--- config.mk ---
export PLATFORM = sky130hd
export DESIGN_NAME = dht11_read_scheduler
export DESIGN_NICKNAME = d
export VERILOG_FILES = /design/src/rtl/dht11_pkg.sv /design/src/rtl/dht11_checksum.sv /design/src/rtl/dht11_read_scheduler.sv
export SDC_FILE = /design/constraint.sdc
export NUM_CORES = 1
export LEC_CHECK = 0
export ABC_AREA = 1
export CAP_MARGIN = 20
export CORE_ASPECT_RATIO = 2
export CORE_UTILIZATION = 45
export DETAILED_ROUTE_END_ITERATION = 16
export GPL_TIMING_DRIVEN = 0
export PLACE_DENSITY = 0.66
export RECOVER_POWER = 25
export SLEW_MARGIN = 5
export SYNTH_ARGS = -nofsm -noshare
export SYNTH_HDL_FRONTEND = slang
export SYNTH_SLANG_ARGS = --single-unit
--- constraint.sdc ---
create_clock -name clock_i -period 4.1 [get_ports clock_i]
set_input_delay 0.82 -clock clock_i [delete_from_list [all_inputs] [get_ports clock_i]]
set_output_delay 0.82 -clock clock_i [all_outputs]
set_load 0.05 [all_outputs]
--- src/rtl/dht11_pkg.sv ---
// Shared DHT11 definitions: scheduler states, response codes, default timing
// constants and the 8-bit wrap-around checksum helper.
package dht11_pkg;

  localparam int unsigned MIN_GAP_CYC_DEF  = 100_000_000;
  localparam int unsigned START_TO_CYC_DEF = 50_000;
  localparam int unsigned BUSY_TO_CYC_DEF  = 5_000_000;
  localparam int unsigned MAX_RETRY_DEF    = 3;
  localparam int unsigned CNT_W_DEF        = 27;

  typedef enum logic [2:0] {
    S_IDLE,
    S_GAP_WAIT,
    S_START,
    S_WAIT_HOLD,
    S_BUSY,
    S_CHECK,
    S_FAIL,
    S_RESP
  } sched_state_e;

  typedef logic [1:0] resp_status_t;

  localparam resp_status_t ST_FRESH   = 2'b00;
  localparam resp_status_t ST_CACHED  = 2'b01;
  localparam resp_status_t ST_CSUM    = 2'b10;
  localparam resp_status_t ST_TIMEOUT = 2'b11;

  typedef struct packed {
    logic [7:0] hum_int;
    logic [7:0] hum_frac;
    logic [7:0] temp_int;
    logic [7:0] temp_frac;
  } dht11_sample_t;

  function automatic logic [7:0] dht11_sum8(input dht11_sample_t s);
    return s.hum_int + s.hum_frac + s.temp_int + s.temp_frac;
  endfunction

endpackage

--- src/rtl/dht11_checksum.sv ---
// Combinational DHT11 checksum: mod-256 sum of the four data bytes compared
// against the transmitted checksum byte.
module dht11_checksum
  import dht11_pkg::*;
(
  input  dht11_sample_t sample_i,
  input  logic [7:0]    checksum_i,
  output logic          match_o
);

  logic [7:0] sum;

  assign sum     = dht11_sum8(sample_i);
  assign match_o = (sum == checksum_i);

endmodule

--- src/rtl/dht11_read_scheduler.sv ---
// Host-side DHT11 read scheduler: serialises requests, enforces the minimum
// spacing between physical reads, validates and retries, and caches good data.
module dht11_read_scheduler
  import dht11_pkg::*;
#(
  parameter int unsigned MIN_GAP_CYC  = MIN_GAP_CYC_DEF,
  parameter int unsigned START_TO_CYC = START_TO_CYC_DEF,
  parameter int unsigned BUSY_TO_CYC  = BUSY_TO_CYC_DEF,
  parameter int unsigned MAX_RETRY    = MAX_RETRY_DEF,
  parameter int unsigned CNT_W        = CNT_W_DEF
) (
  input  logic       clock_i,
  input  logic       reset_i,
  input  logic       req_valid_i,
  output logic       req_ready_o,
  input  logic       req_force_i,
  output logic       resp_valid_o,
  output logic [1:0] resp_status_o,
  output logic [7:0] resp_hum_int_o,
  output logic [7:0] resp_hum_frac_o,
  output logic [7:0] resp_temp_int_o,
  output logic [7:0] resp_temp_frac_o,
  output logic       dec_enable_o,
  output logic       dec_reset_o,
  input  logic       dec_hold_i,
  input  logic       dec_error_i,
  input  logic       dec_done_i,
  input  logic [7:0] dec_hum_int_i,
  input  logic [7:0] dec_hum_frac_i,
  input  logic [7:0] dec_temp_int_i,
  input  logic [7:0] dec_temp_frac_i,
  input  logic [7:0] dec_checksum_i
);

  localparam int unsigned RW = (MAX_RETRY < 1) ? 1 : $clog2(MAX_RETRY + 1);

  localparam logic [CNT_W-1:0] MIN_GAP  = CNT_W'(MIN_GAP_CYC);
  localparam logic [CNT_W-1:0] START_TO = CNT_W'(START_TO_CYC);
  localparam logic [CNT_W-1:0] BUSY_TO  = CNT_W'(BUSY_TO_CYC);
  localparam logic [RW-1:0]    MAX_R    = RW'(MAX_RETRY);

  sched_state_e  state_q;
  logic [CNT_W-1:0] gap_q, gap_d;
  logic [CNT_W-1:0] to_q;
  logic [RW-1:0] retry_q;
  logic          err_seen_q;
  logic          cache_valid_q;
  dht11_sample_t cache_q;
  resp_status_t  cause_q;
  logic          req_ready_q;
  logic          resp_valid_q;
  resp_status_t  resp_status_q;
  dht11_sample_t resp_data_q;
  logic          dec_reset_q;

  dht11_sample_t dec_sample;
  logic          csum_match;
  logic          gap_full;
  logic          gap_clr;
  logic          accept;
  logic          cache_hit;

  assign dec_sample = '{hum_int:   dec_hum_int_i,
                        hum_frac:  dec_hum_frac_i,
                        temp_int:  dec_temp_int_i,
                        temp_frac: dec_temp_frac_i};

  dht11_checksum u_checksum (
    .sample_i   (dec_sample),
    .checksum_i (dec_checksum_i),
    .match_o    (csum_match)
  );

  assign gap_full  = (gap_q == MIN_GAP);
  // The gap restarts on the same edge that raises dec_reset, so it counts
  // cycles since the most recent decoder start.
  assign gap_clr   = (state_q == S_GAP_WAIT) && gap_full;
  assign accept    = req_valid_i && req_ready_q;
  assign cache_hit = cache_valid_q && !req_force_i && !gap_full;

  // NOTE: every variable assigned in always_comb gets a default first, so no
  // path can leave it unassigned and infer a latch.
  always_comb begin
    gap_d = gap_q;
    if (gap_clr) begin
      gap_d = '0;
    end else if (!gap_full) begin
      gap_d = gap_q + CNT_W'(1);
    end
  end

  // NOTE: sequential state uses non-blocking assignments so every register
  // samples pre-edge values regardless of statement order.
  always_ff @(posedge clock_i) begin
    if (reset_i) begin
      gap_q <= MIN_GAP;
    end else begin
      gap_q <= gap_d;
    end
  end

  // NOTE: the cache registers are reset explicitly; a stale cached sample must
  // never be reported after reset, even though cache_valid also guards it.
  always_ff @(posedge clock_i) begin
    if (reset_i) begin
      state_q       <= S_IDLE;
      to_q          <= '0;
      retry_q       <= '0;
      err_seen_q    <= 1'b0;
      cache_valid_q <= 1'b0;
      cache_q       <= '0;
      cause_q       <= ST_FRESH;
      req_ready_q   <= 1'b0;
      resp_valid_q  <= 1'b0;
      resp_status_q <= ST_FRESH;
      resp_data_q   <= '0;
      dec_reset_q   <= 1'b0;
    end else begin
      resp_valid_q <= 1'b0;
      dec_reset_q  <= 1'b0;
      case (state_q)
        S_IDLE: begin
          req_ready_q <= 1'b1;
          if (accept) begin
            req_ready_q <= 1'b0;
            if (cache_hit) begin
              resp_valid_q  <= 1'b1;
              resp_status_q <= ST_CACHED;
              resp_data_q   <= cache_q;
              state_q       <= S_RESP;
            end else begin
              retry_q <= '0;
              state_q <= S_GAP_WAIT;
            end
          end
        end
        S_GAP_WAIT: begin
          if (gap_full) begin
            dec_reset_q <= 1'b1;
            state_q     <= S_START;
          end
        end
        S_START: begin
          to_q       <= '0;
          err_seen_q <= 1'b0;
          state_q    <= S_WAIT_HOLD;
        end
        S_WAIT_HOLD: begin
          // dec_done still reflects the previous read here; only hold matters.
          if (dec_hold_i) begin
            to_q    <= '0;
            state_q <= S_BUSY;
          end else if (to_q >= START_TO) begin
            cause_q <= ST_TIMEOUT;
            state_q <= S_FAIL;
          end else begin
            to_q <= to_q + CNT_W'(1);
          end
        end
        S_BUSY: begin
          if (dec_error_i) begin
            err_seen_q <= 1'b1;
          end
          if (!dec_hold_i && dec_done_i) begin
            state_q <= S_CHECK;
          end else if (to_q >= BUSY_TO) begin
            cause_q <= ST_TIMEOUT;
            state_q <= S_FAIL;
          end else begin
            to_q <= to_q + CNT_W'(1);
          end
        end
        S_CHECK: begin
          // After an error the decoder reports zeroed bytes that would pass.
          if (err_seen_q || !csum_match) begin
            cause_q <= ST_CSUM;
            state_q <= S_FAIL;
          end else begin
            cache_q       <= dec_sample;
            cache_valid_q <= 1'b1;
            resp_valid_q  <= 1'b1;
            resp_status_q <= ST_FRESH;
            resp_data_q   <= dec_sample;
            state_q       <= S_RESP;
          end
        end
        S_FAIL: begin
          if (retry_q < MAX_R) begin
            retry_q <= retry_q + RW'(1);
            state_q <= S_GAP_WAIT;
          end else begin
            resp_valid_q  <= 1'b1;
            resp_status_q <= cause_q;
            resp_data_q   <= cache_valid_q ? cache_q : '0;
            state_q       <= S_RESP;
          end
        end
        S_RESP: begin
          req_ready_q <= 1'b1;
          state_q     <= S_IDLE;
        end
        default: begin
          state_q <= S_IDLE;
        end
      endcase
    end
  end

  assign req_ready_o      = req_ready_q;
  assign resp_valid_o     = resp_valid_q;
  assign resp_status_o    = resp_status_q;
  assign resp_hum_int_o   = resp_data_q.hum_int;
  assign resp_hum_frac_o  = resp_data_q.hum_frac;
  assign resp_temp_int_o  = resp_data_q.temp_int;
  assign resp_temp_frac_o = resp_data_q.temp_frac;
  assign dec_enable_o     = 1'b1;
  assign dec_reset_o      = dec_reset_q;

endmodule

==> flow_summary_export.csv, run 1 <==
group,metric,value,unit
status,outcome,"completed",
worst_hold_path,hp-class,"flop to flop",
clock_network,worstSkewPairLatency,0.43,ns
sta,slew_headroom,16.1,%
floorplanning,coreArea,17400,um^2
critical_path,crit_path_end_kind,"flop",
global_routing,overflow,0,
sta,rsz0062_at_grt,"true",
sta,setup_viol_count_final,0,
synth,yosysWarnings,0,
routing,drtPass1Iterations,5,
global_routing,grt_start_max_net_pins,17,
placed_design,pre_cts_slack,-0.774,ns
sta,tightest_slew,1.25,ns
global_routing,antenna_found_initial,0,
clock_network,cts-root-buf,"clkbuf_16",
finish,ff_latch_area,2640,um^2
critical_path,crit_arrival,4.28,ns
global_routing,grt_pass1_wl,41.6,mm
sta,finalCritPeriodShare,97.0,%
placed_design,hpwl,20.2,mm
pwr,p_leak,4.57,nW
critical_path,r2r.worst_path.cells,11,
floorplanning,chipWidth,96.6,um
finish,nets,1426,
floorplanning,start_util,46.4,%
pwr,powerDensity,472,nW/um^2
routing,final_antenna_net_count,0,
sta,skew,0.00900,ns
clock_network,path_clk_slew,0.06,ns
routing,via_count,8361,
worst_hold_path,min_path_cells,2,
synth,yosysTopAreaCellShare,32.8,%
routing,drt-vias-per-instance,5.31,
floorplanning,io_pins,85,
finish,final_cell_area,9920,um^2
sta,hold_viol,0,
floorplanning,chipHeight,191,um
synth,synthDistinctLibCells,44,
placed_design,place_area,9140,um^2
global_routing,grt_usage,29.1,%
synth,synth-seq-cells,132,
routing,drt-initial-drc-count,393,
sta,drv_slew,0,
placed_design,globalplace.congestion,1.04,
synth,synth_nets,1321,
finish,drive_above_1_share,8.35,%
synth,syn_area,8060,um^2
clock_network,clk_path_buf_depth,2,
synth,yosysTopAreaCell,"dfxtp_1",
finish,num_antenna_cells,0,
floorplanning,num_rows,68,
routing,remaining_drc_errors,0,
sta,final.min_clock_period,3.98,ns
sta,fmax,251,MHz
clock_network,numCtsBuffers,17,
critical_path,critPathRequiredTime,4.40,ns
clock_network,ctsHoldBuffers,0,
global_routing,grt_pass1_vias,8211,
critical_path,r2r_slack,1.03,ns
synth,netlist_instances,1248,
clock_network,cts_tree,"yes",
routing,drt_wl_total,26.5,mm
critical_path,setup.worst_path.class,"input pin to flop",
finish,fillers,1765,
flow_run,cap_violations,0,
routing,wire_per_inst,16.8,um
critical_path,path_max_fanout,10,
synth,seq_area_frac_synth,32.8,%
floorplanning,dieArea,18500,um^2
synth,synth.area.top_cells,"dfxtp_1 (33%), nand2_1 (15%), nor2_1 (9.0%), inv_1 (6.6%), nand3_1 (5.3%)",
pwr,ir_drop,289,uV
placed_design,portBuffers,81,
synth,synth.avg_cell_area,6.46,um^2
clock_network,cts_max_level,4,
finish,area_growth,23.1,%
finish,multi_input_area,4560,um^2
clock_network,clock-sinks,132,
critical_path,cp-start-kind,"input pin",
sta,fin_setup_tns,0,ns
sta,setup_ws,0.123,ns
sta,hold_ws,0.440,ns
[registers in the layout (all words and copies together), names as in the netlist]
name              flops
err_seen_q            1
resp_temp_int_o       8
req_ready_o           1
retry_q               2
resp_temp_frac_o      8
resp_hum_int_o        8
resp_valid_o          1
cache_q              32
to_q                 27
resp_hum_frac_o       8
cause_q               2
state_q               3
resp_status_o         2
gap_q                27
cache_valid_q         1
dec_reset_o           1
[worst max-delay path, stage by stage]
cell and delay, ns:
buf_8 0.10, fa_1 0.58, inv_1 0.06, fa_1 0.50, inv_2 0.06, ha_4 0.16
fa_2 0.58, inv_2 0.04, nand2_1 0.04, nand2_1 0.04, nor2_1 0.09, nand2_1 0.07
nor2_2 0.12, nand2_2 0.08, nor3_4 0.25, nand3_4 0.14, buf_8 0.17, clkbuf_8 0.17
o21ai_1 0.15, nor2_1 0.06
[final timing paths]
check                     from          end
min                   to_q[26]     to_q[26]
min reg2reg           to_q[26]     to_q[26]
max          dec_hum_frac_i[1]  cache_q[17]
max reg2reg           to_q[12]     to_q[18]
[final cells by class]
| class | count | share of cell area [%] |
|---|---|---|
| tap | 210 | 2.65 |
| sequential | 132 | 26.6 |
| buffer | 56 | 3.67 |
| multi-input combinational | 908 | 45.9 |
| clock buffer | 17 | 4.29 |
| timing repair buffer | 86 | 9.24 |
| inverter | 152 | 5.75 |
| clock inverter | 15 | 1.83 |
[through the flow]
step | cells | util [%] | total power [mW]
floorplan | 1248 | - | 2.63
global placement | 1539 | 52.6 | 3.09
detailed placement | 1539 | 52.6 | 3.10
CTS | 1571 | 56.3 | 4.69
global route | 1576 | 57.2 | 4.97
finish | 1576 | 57.2 | 4.68
[power breakdown]
| part | internal, mW | leakage, nW | total (mW) | switching, mW |
|---|---|---|---|---|
| Sequential | 1.40 | 1.07 | 1.51 | 0.119 |
| Combinational | 0.526 | 3.22 | 1.58 | 1.06 |
| Clock | 0.959 | 0.282 | 1.58 | 0.625 |
[cells in the final DEF, fill, tap and decap left out, drive strengths merged]
cell / n
nand3b: 38
nor3b: 1
nor4: 2
ha: 12
a21boi: 2
o2111ai: 1
xnor2: 1
o21ai: 90
fa: 14
nand4: 23
a21oi: 48
inv: 152
clkinv: 7
nor4b: 1
clkbuf: 48
a211oi: 2
nor2: 199
a31oi: 2
nor3: 24
buf: 33
o22ai: 9
bufinv: 3
or2: 8
xor2: 10
conb: 1
nand3: 87
clkdlybuf4s50: 72
clkinvlp: 5
o211ai: 8
dfxtp: 132
o21bai: 2
dlymetal6s2s: 6
nand2: 323
[cell usage after synthesis, drive strengths merged]
cell / count
o22ai: 9
nand3: 87
buf: 35
nand2: 323
nand4: 23
nor4b: 1
a21boi: 2
a31oi: 2
ha: 12
dfxtp: 132
o211ai: 8
nor4: 2
a21oi: 48
inv: 150
nor3b: 1
conb: 1
o2111ai: 1
or2: 8
nand3b: 38
o21bai: 2
fa: 14
xnor2: 1
nor2: 199
clkbuf: 21
o21ai: 90
a211oi: 2
clkinv: 2
xor2: 10
nor3: 24
[kinds of logic after synthesis]
family                   Yosys count  share of synthesized area, %
adder cells (fa/ha/maj)           26                          5.34
buffers and inverters            208                          11.3
XOR/XNOR                          11                          1.20
flip-flops                       132                          32.8
other                              1                        0.0465
AND/OR/NAND/NOR                  706                          38.3
AO/OA/AOI/OAI                    164                          11.0
[metal layers]
layer  vias up  wire length (um)  GRT usage (%)
li1       4193                 -              -
met1      3841              9620           28.5
met2       241             14400           56.4
met3        86               901           3.62
met4         0              1570           18.5
met5         -                 0              0
[timing repair]
action | 4_1_cts | 5_1_grt
buffers inserted | 0 | 2
gates cloned | 0 | 3
pin swaps | 2 | 14
endpoints found under the setup margin | 71 | 71
hold endpoints to repair | 0 | 0
resized for setup | 12 | 47
Power figures use the tool's default switching activity.
==> run 2, diff against run 1 <==
==> constraint.sdc (replaced) <==
create_clock -name clock_i -period 3.49 [get_ports clock_i]
set_input_delay 0.698 -clock clock_i [delete_from_list [all_inputs] [get_ports clock_i]]
set_output_delay 0.698 -clock clock_i [all_outputs]
set_load 0.05 [all_outputs]
==> flow_summary_export.csv, run 2 (same netlist as run 1, synthesis figures left out) <==
group,metric,value,unit
global_routing,overflow,0,
status,outcome,"finished with violations",
placed_design,portBuffers,81,
finish,ff_latch_area,2640,um^2
routing,drt-initial-drc-count,457,
clock_network,cts-root-buf,"clkbuf_16",
clock_network,numCtsBuffers,17,
sta,rsz0062_at_grt,"true",
finish,layout_common_cells,"nand2_1 (306), nor2_1 (189), inv_1 (139), dfxtp_1 (132), nand3_1 (86)",
worst_hold_path,min_to,"to_q[25]",
routing,drt_wl_total,27.5,mm
placed_design,dp.cells,1539,
critical_path,cp-start-kind,"input pin",
floorplanning,io_pins,85,
global_routing,antenna_found_initial,0,
worst_hold_path,worstHoldStart,"to_q[25]",
finish,multi_input_area,4690,um^2
sta,fmax,265,MHz
sta,drv_slew,0,
clock_network,clk_path_buf_depth,2,
finish,area_growth,27.1,%
finish,utilization,59.0,%
finish,drive_above_1_share,11.2,%
routing,drt-vias-per-instance,5.35,
floorplanning,chipHeight,191,um
floorplanning,coreArea,17400,um^2
finish,top_register,"cache_q",
finish,nets,1432,
critical_path,crit_arrival,4.08,ns
routing,drtPass1Iterations,5,
sta,fin_setup_tns,-16.41,ns
sta,tightest_slew,1.16,ns
sta,final.min_clock_period,3.78,ns
sta,hold_viol,0,
flow_run,cap_violations,0,
routing,route.met2.wl,15.0,mm
floorplanning,chipWidth,96.6,um
critical_path,path_max_fanout,10,
routing,via_count,8467,
critical_path,r2r.worst_path.cells,10,
floorplanning,num_rows,68,
worst_hold_path,min_path_cells,2,
placed_design,hpwl,20.3,mm
clock_network,clock-sinks,132,
global_routing,grt_usage,29.4,%
pwr,ir_drop,540,uV
global_routing,grt_pass1_vias,8172,
routing,final_antenna_net_count,0,
sta,setup_viol_count_final,71,
finish,num_antenna_cells,0,
clock_network,worstSkewPairLatency,0.43,ns
clock_network,cts_tree,"yes",
finish,fillers,1707,
placed_design,pre_cts_slack,-1.13,ns
finish,reg_top3,"cache_q: 32 flops, gap_q: 27 flops, to_q: 27 flops",
critical_path,crit_path_end_kind,"flop",
pwr,p_leak,4.66,nW
sta,slew_headroom,22.0,%
routing,wl_met3,1.01,mm
critical_path,setup.worst_path.class,"input pin to flop",
sta,setup_ws,-0.288,ns
status,violations,"negative setup slack",
floorplanning,dieArea,18500,um^2
critical_path,r2r_slack,0.44,ns
routing,wl_met1,9.76,mm
global_routing,grt_pass1_wl,41.8,mm
sta,finalCritPeriodShare,108,%
pwr,powerDensity,557,nW/um^2
finish,final_common_cell,"nand2_1",
clock_network,path_clk_slew,0.06,ns
global_routing,grt_start_max_net_pins,17,
critical_path,reg2reg_to,"to_q[15]",
worst_hold_path,hp-class,"flop to flop",
routing,remaining_drc_errors,0,
finish,largest_reg_flops,32,
clock_network,cts_max_level,4,
sta,skew,0.00684,ns
finish,instances_no_fill,1582,
routing,wire_per_inst,17.4,um
floorplanning,start_util,46.4,%
critical_path,reg2reg_from,"to_q[21]",
routing,top_layer_used,"met4",
placed_design,globalplace.congestion,1.05,
critical_path,critPathRequiredTime,3.79,ns
[run 2: changes by cell type in the layout (fill, tap and decap cells not counted), sizes merged, moves of 3 or more]
cell	before	now
clkdlybuf4s50	72	67
clkdlybuf4s15	0	3
dlygate4sd2	0	7
clkbuf	48	45
buf	33	43
dlymetal6s2s	6	1
clkinv	7	11
clkinvlp	5	0
[run 2: power breakdown]
| part | internal, mW | leakage (nW) | switching, mW |
|---|---|---|---|
| logic | 0.662 | 3.27 | 1.27 |
| registers | 1.64 | 1.07 | 0.136 |
| clock network | 1.28 | 0.324 | 0.719 |
[run 2: cell type report]
class | count | area share, %
multi-input cells | 908 | 45.8
flip-flops and latches | 132 | 25.8
repair buffers | 92 | 9.99
inverters | 152 | 5.57
clock buffers | 18 | 4.29
plain buffers | 56 | 3.98
well taps | 210 | 2.56
clock inverters | 14 | 2.01
[run 2: worst max path at each step]
| stage | to | depth (start not counted) | slack (ns) | start |
|---|---|---|---|---|
| 2_1_floorplan | cache_q[16] | 19 | -0.15 | dec_hum_int_i[1] |
| 3_3_place_gp | cache_q[31] | 19 | -1.10 | dec_hum_int_i[1] |
| 3_5_place_dp | cache_q[15] | 19 | -1.13 | dec_hum_int_i[1] |
| 4_1_cts | resp_temp_frac_o[7] | 22 | -0.29 | dec_hum_frac_i[1] |
| 5_1_grt | resp_hum_int_o[1] | 21 | -0.49 | dec_hum_int_i[1] |
| 6_report | cache_q[9] | 15 | -0.29 | dec_hum_frac_i[4] |
[run 2: repair_timing]
item	CTS	global route
buffers inserted	4	1
hold buffers	0	0
gates cloned	5	2
setup endpoints to repair	71	71
pin swaps	15	15
gates resized for setup	66	51
[run 2: critical path, cell delays in order]
cell             delay [ns]
clkdlybuf4s50_1        0.56
fa_1                   0.49
fa_1                   0.50
ha_2                   0.41
nand3_1                0.11
nand3_1                0.08
nand2_1                0.06
nand3_1                0.07
nand3_1                0.13
nor3_4                 0.27
nand3_4                0.14
buf_12                 0.19
buf_6                  0.15
o21ai_1                0.14
nor2_1                 0.06
[run 2: stage by stage]
step	cell area, um^2	total power [mW]	hold WS [ns]
floorplan	8080	3.09	0.417
global placement	9160	3.63	0.428
detailed placement	9160	3.64	0.431
CTS	10100	5.68	0.441
global route	10200	6.03	0.459
finish	10200	5.71	0.440
[run 2: routing by layer]
metal,global-route usage (%),vias up
met2,56.4,256
met3,4.64,97
met5,0,-
li1,-,4214
met4,20.1,0
met1,28.3,3900
==> run 3, diff against run 2 <==
--- a/config.mk
+++ b/config.mk
@@ -10,7 +10,6 @@
 export CORE_ASPECT_RATIO = 2
 export CORE_UTILIZATION = 45
 export DETAILED_ROUTE_END_ITERATION = 16
-export GPL_TIMING_DRIVEN = 0
 export PLACE_DENSITY = 0.66
 export RECOVER_POWER = 25
 export SLEW_MARGIN = 5
==> flow_summary_export.csv, run 3 (same netlist as run 1, synthesis figures left out) <==
group,metric,value,unit
routing,final_antenna_net_count,0,
sta,setup_ws,-0.363,ns
global_routing,grt_pass1_vias,8261,
critical_path,crit_slowest_cell,"fa_1",
sta,rsz0062_at_grt,"true",
status,violations,"negative setup slack",
finish,final_cell_area,10300,um^2
pwr,ir_drop,365,uV
clock_network,numCtsBuffers,17,
placed_design,dp.cells,1530,
finish,nets,1429,
routing,drt-vias-per-instance,5.32,
finish,instances_no_fill,1578,
clock_network,cts-root-buf,"clkbuf_16",
sta,finalCritPeriodShare,110,%
sta,fin_setup_tns,-21.91,ns
clock_network,ctsHoldBuffers,0,
pwr,powerDensity,530,nW/um^2
placed_design,portBuffers,83,
finish,fillers,1661,
global_routing,grt_usage,28.0,%
finish,largest_reg_flops,32,
floorplanning,chipHeight,191,um
sta,drv_slew,0,
routing,drtPass1Iterations,5,
sta,tightest_slew,0.874,ns
placed_design,globalplace.congestion,0.984,
worst_hold_path,hp-class,"flop to flop",
floorplanning,num_rows,68,
finish,final_common_cell,"nand2_1",
floorplanning,start_util,46.4,%
routing,wire_per_inst,15.9,um
finish,num_antenna_cells,0,
critical_path,crit_family,"adder cells",
routing,via_count,8389,
placed_design,hpwl,17.3,mm
floorplanning,chipWidth,96.6,um
clock_network,clk_path_buf_depth,2,
critical_path,crit_chain,"dlygate4sd2_1 -> fa_1 -> fa_1 -> fa_2 -> inv_2 -> nand2_1 -> nand2_1 -> nor2_1 -> nand2_1 -> nor2_1 -> nand2_1 -> nor3_2 -> buf_4 -> nand3_4 -> buf_6 -> buf_12 -> buf_16 -> nand3b_1 -> nand2_1 -> nor2_1",
worst_hold_path,worstHoldStart,"to_q[24]",
sta,hold_viol,0,
clock_network,cts_tree,"yes",
worst_hold_path,min_to,"to_q[24]",
routing,drt_wl_total,25.1,mm
global_routing,overflow,0,
clock_network,worstSkewPairLatency,0.42,ns
critical_path,max_stage_delay,0.59,ns
global_routing,antenna_found_initial,0,
critical_path,crit_path_frequent_cell,"nand2_1",
global_routing,grt_pass1_wl,40.8,mm
sta,skew,0.00936,ns
clock_network,clock-sinks,132,
floorplanning,coreArea,17400,um^2
critical_path,reg2reg_to,"gap_q[2]",
finish,area_growth,28.2,%
sta,final.min_clock_period,3.85,ns
clock_network,cts_max_level,4,
routing,remaining_drc_errors,0,
worst_hold_path,min_path_cells,2,
pwr,p_leak,4.79,nW
status,outcome,"finished with violations",
critical_path,path_max_fanout,7,
critical_path,reg2reg_from,"gap_q[13]",
global_routing,grt_start_max_net_pins,69,
finish,reg_top3,"cache_q: 32 flops, gap_q: 27 flops, to_q: 27 flops",
routing,drt-initial-drc-count,322,
floorplanning,io_pins,85,
critical_path,critPathRequiredTime,3.84,ns
finish,top_register,"cache_q",
critical_path,setup.worst_path.class,"input pin to flop",
placed_design,place_area,9210,um^2
critical_path,critPathBufInv,6,
critical_path,cp-start-kind,"input pin",
critical_path,crit_arrival,4.20,ns
critical_path,r2r_slack,0.89,ns
sta,setup_viol_count_final,70,
flow_run,cap_violations,0,
floorplanning,dieArea,18500,um^2
finish,layout_common_cells,"nand2_1 (311), nor2_1 (194), inv_1 (139), dfxtp_1 (132), nand3_1 (86)",
sta,slew_headroom,41.3,%
critical_path,r2r.worst_path.cells,7,
finish,drive_above_1_share,12.6,%
critical_path,crit_path_end_kind,"flop",
clock_network,path_clk_slew,0.06,ns
sta,fmax,260,MHz
[run 3: cell types whose count changed in the layout (fill, tap and decap cells not counted), sizes merged]
cell,delta
clkbuf,-25
buf,+21
clkdlybuf4s50,-9
dlygate4sd3,+8
clkdlybuf4s15,-3
dlymetal6s2s,+3
bufinv,-2
clkinv,-2
dlygate4sd2,+2
inv,+2
clkinvlp,+1
[run 3: where the power goes]
group | leakage [nW] | internal (mW) | total, mW | switching, mW
clock | 0.296 | 1.14 | 1.84 | 0.702
combinational | 3.43 | 0.663 | 1.86 | 1.20
sequential | 1.07 | 1.64 | 1.78 | 0.138
total | 4.79 | 3.44 | 5.48 | 2.04
[run 3: area by class of cell]
type	instances	area [um^2]	area share [%]
Clock buffer	18	439	4.25
Clock inverter	13	158	1.53
Inverter	152	571	5.52
Multi-Input combinational cell	908	4690	45.4
Sequential cell	132	2640	25.6
Tap cell	210	263	2.54
Timing Repair Buffer	145	1570	15.2
[run 3: stage by stage]
step	util, %	power (mW)	hold WS, ns	setup slack, ns
6_report	59.5	5.48	0.441	-0.363
5_1_grt	59.5	5.82	0.457	-0.561
4_1_cts	59.3	5.53	0.442	-0.374
3_5_place_dp	53.0	3.64	0.432	-0.919
3_3_place_gp	53.0	3.62	0.429	-0.885
2_1_floorplan	-	3.09	0.417	-0.146
[run 3: worst max-delay path by stage]
stage | slack [ns] | start | cells past startpoint | end
after detailed placement | -0.92 | dec_hum_int_i[1] | 17 | cache_q[9]
after global placement | -0.89 | dec_temp_int_i[1] | 22 | resp_status_o[1]
final | -0.36 | dec_hum_frac_i[2] | 20 | resp_hum_frac_o[2]
after global routing | -0.56 | dec_hum_int_i[1] | 23 | resp_hum_frac_o[2]
after floorplan | -0.15 | dec_hum_int_i[1] | 19 | cache_q[16]
after CTS | -0.37 | dec_hum_frac_i[1] | 24 | cache_q[31]
[run 3: repair_timing]
action / 4_1_cts / 5_1_grt
gates cloned: 10 / 0
setup endpoints to repair: 71 / 71
hold endpoints to repair: 0 / 0
pin swaps: 15 / 16
buffers inserted: 8 / 2
gates resized for setup: 76 / 30
[run 3: per-layer routing]
layer  global-route usage, %  part of all wire, %  vias up
met2                    52.0                   53      219
met5                       0                    0        -
met1                    28.2                   37     3874
met4                    20.3                  6.5        0
met3                    4.10                  3.8       95
li1                        -                    -     4201
[run 3: worst min-delay path, stage by stage, from the launching register on]
cell	delay (ns)
dfxtp_1	0.29
inv_1	0.06
nor3_1	0.05
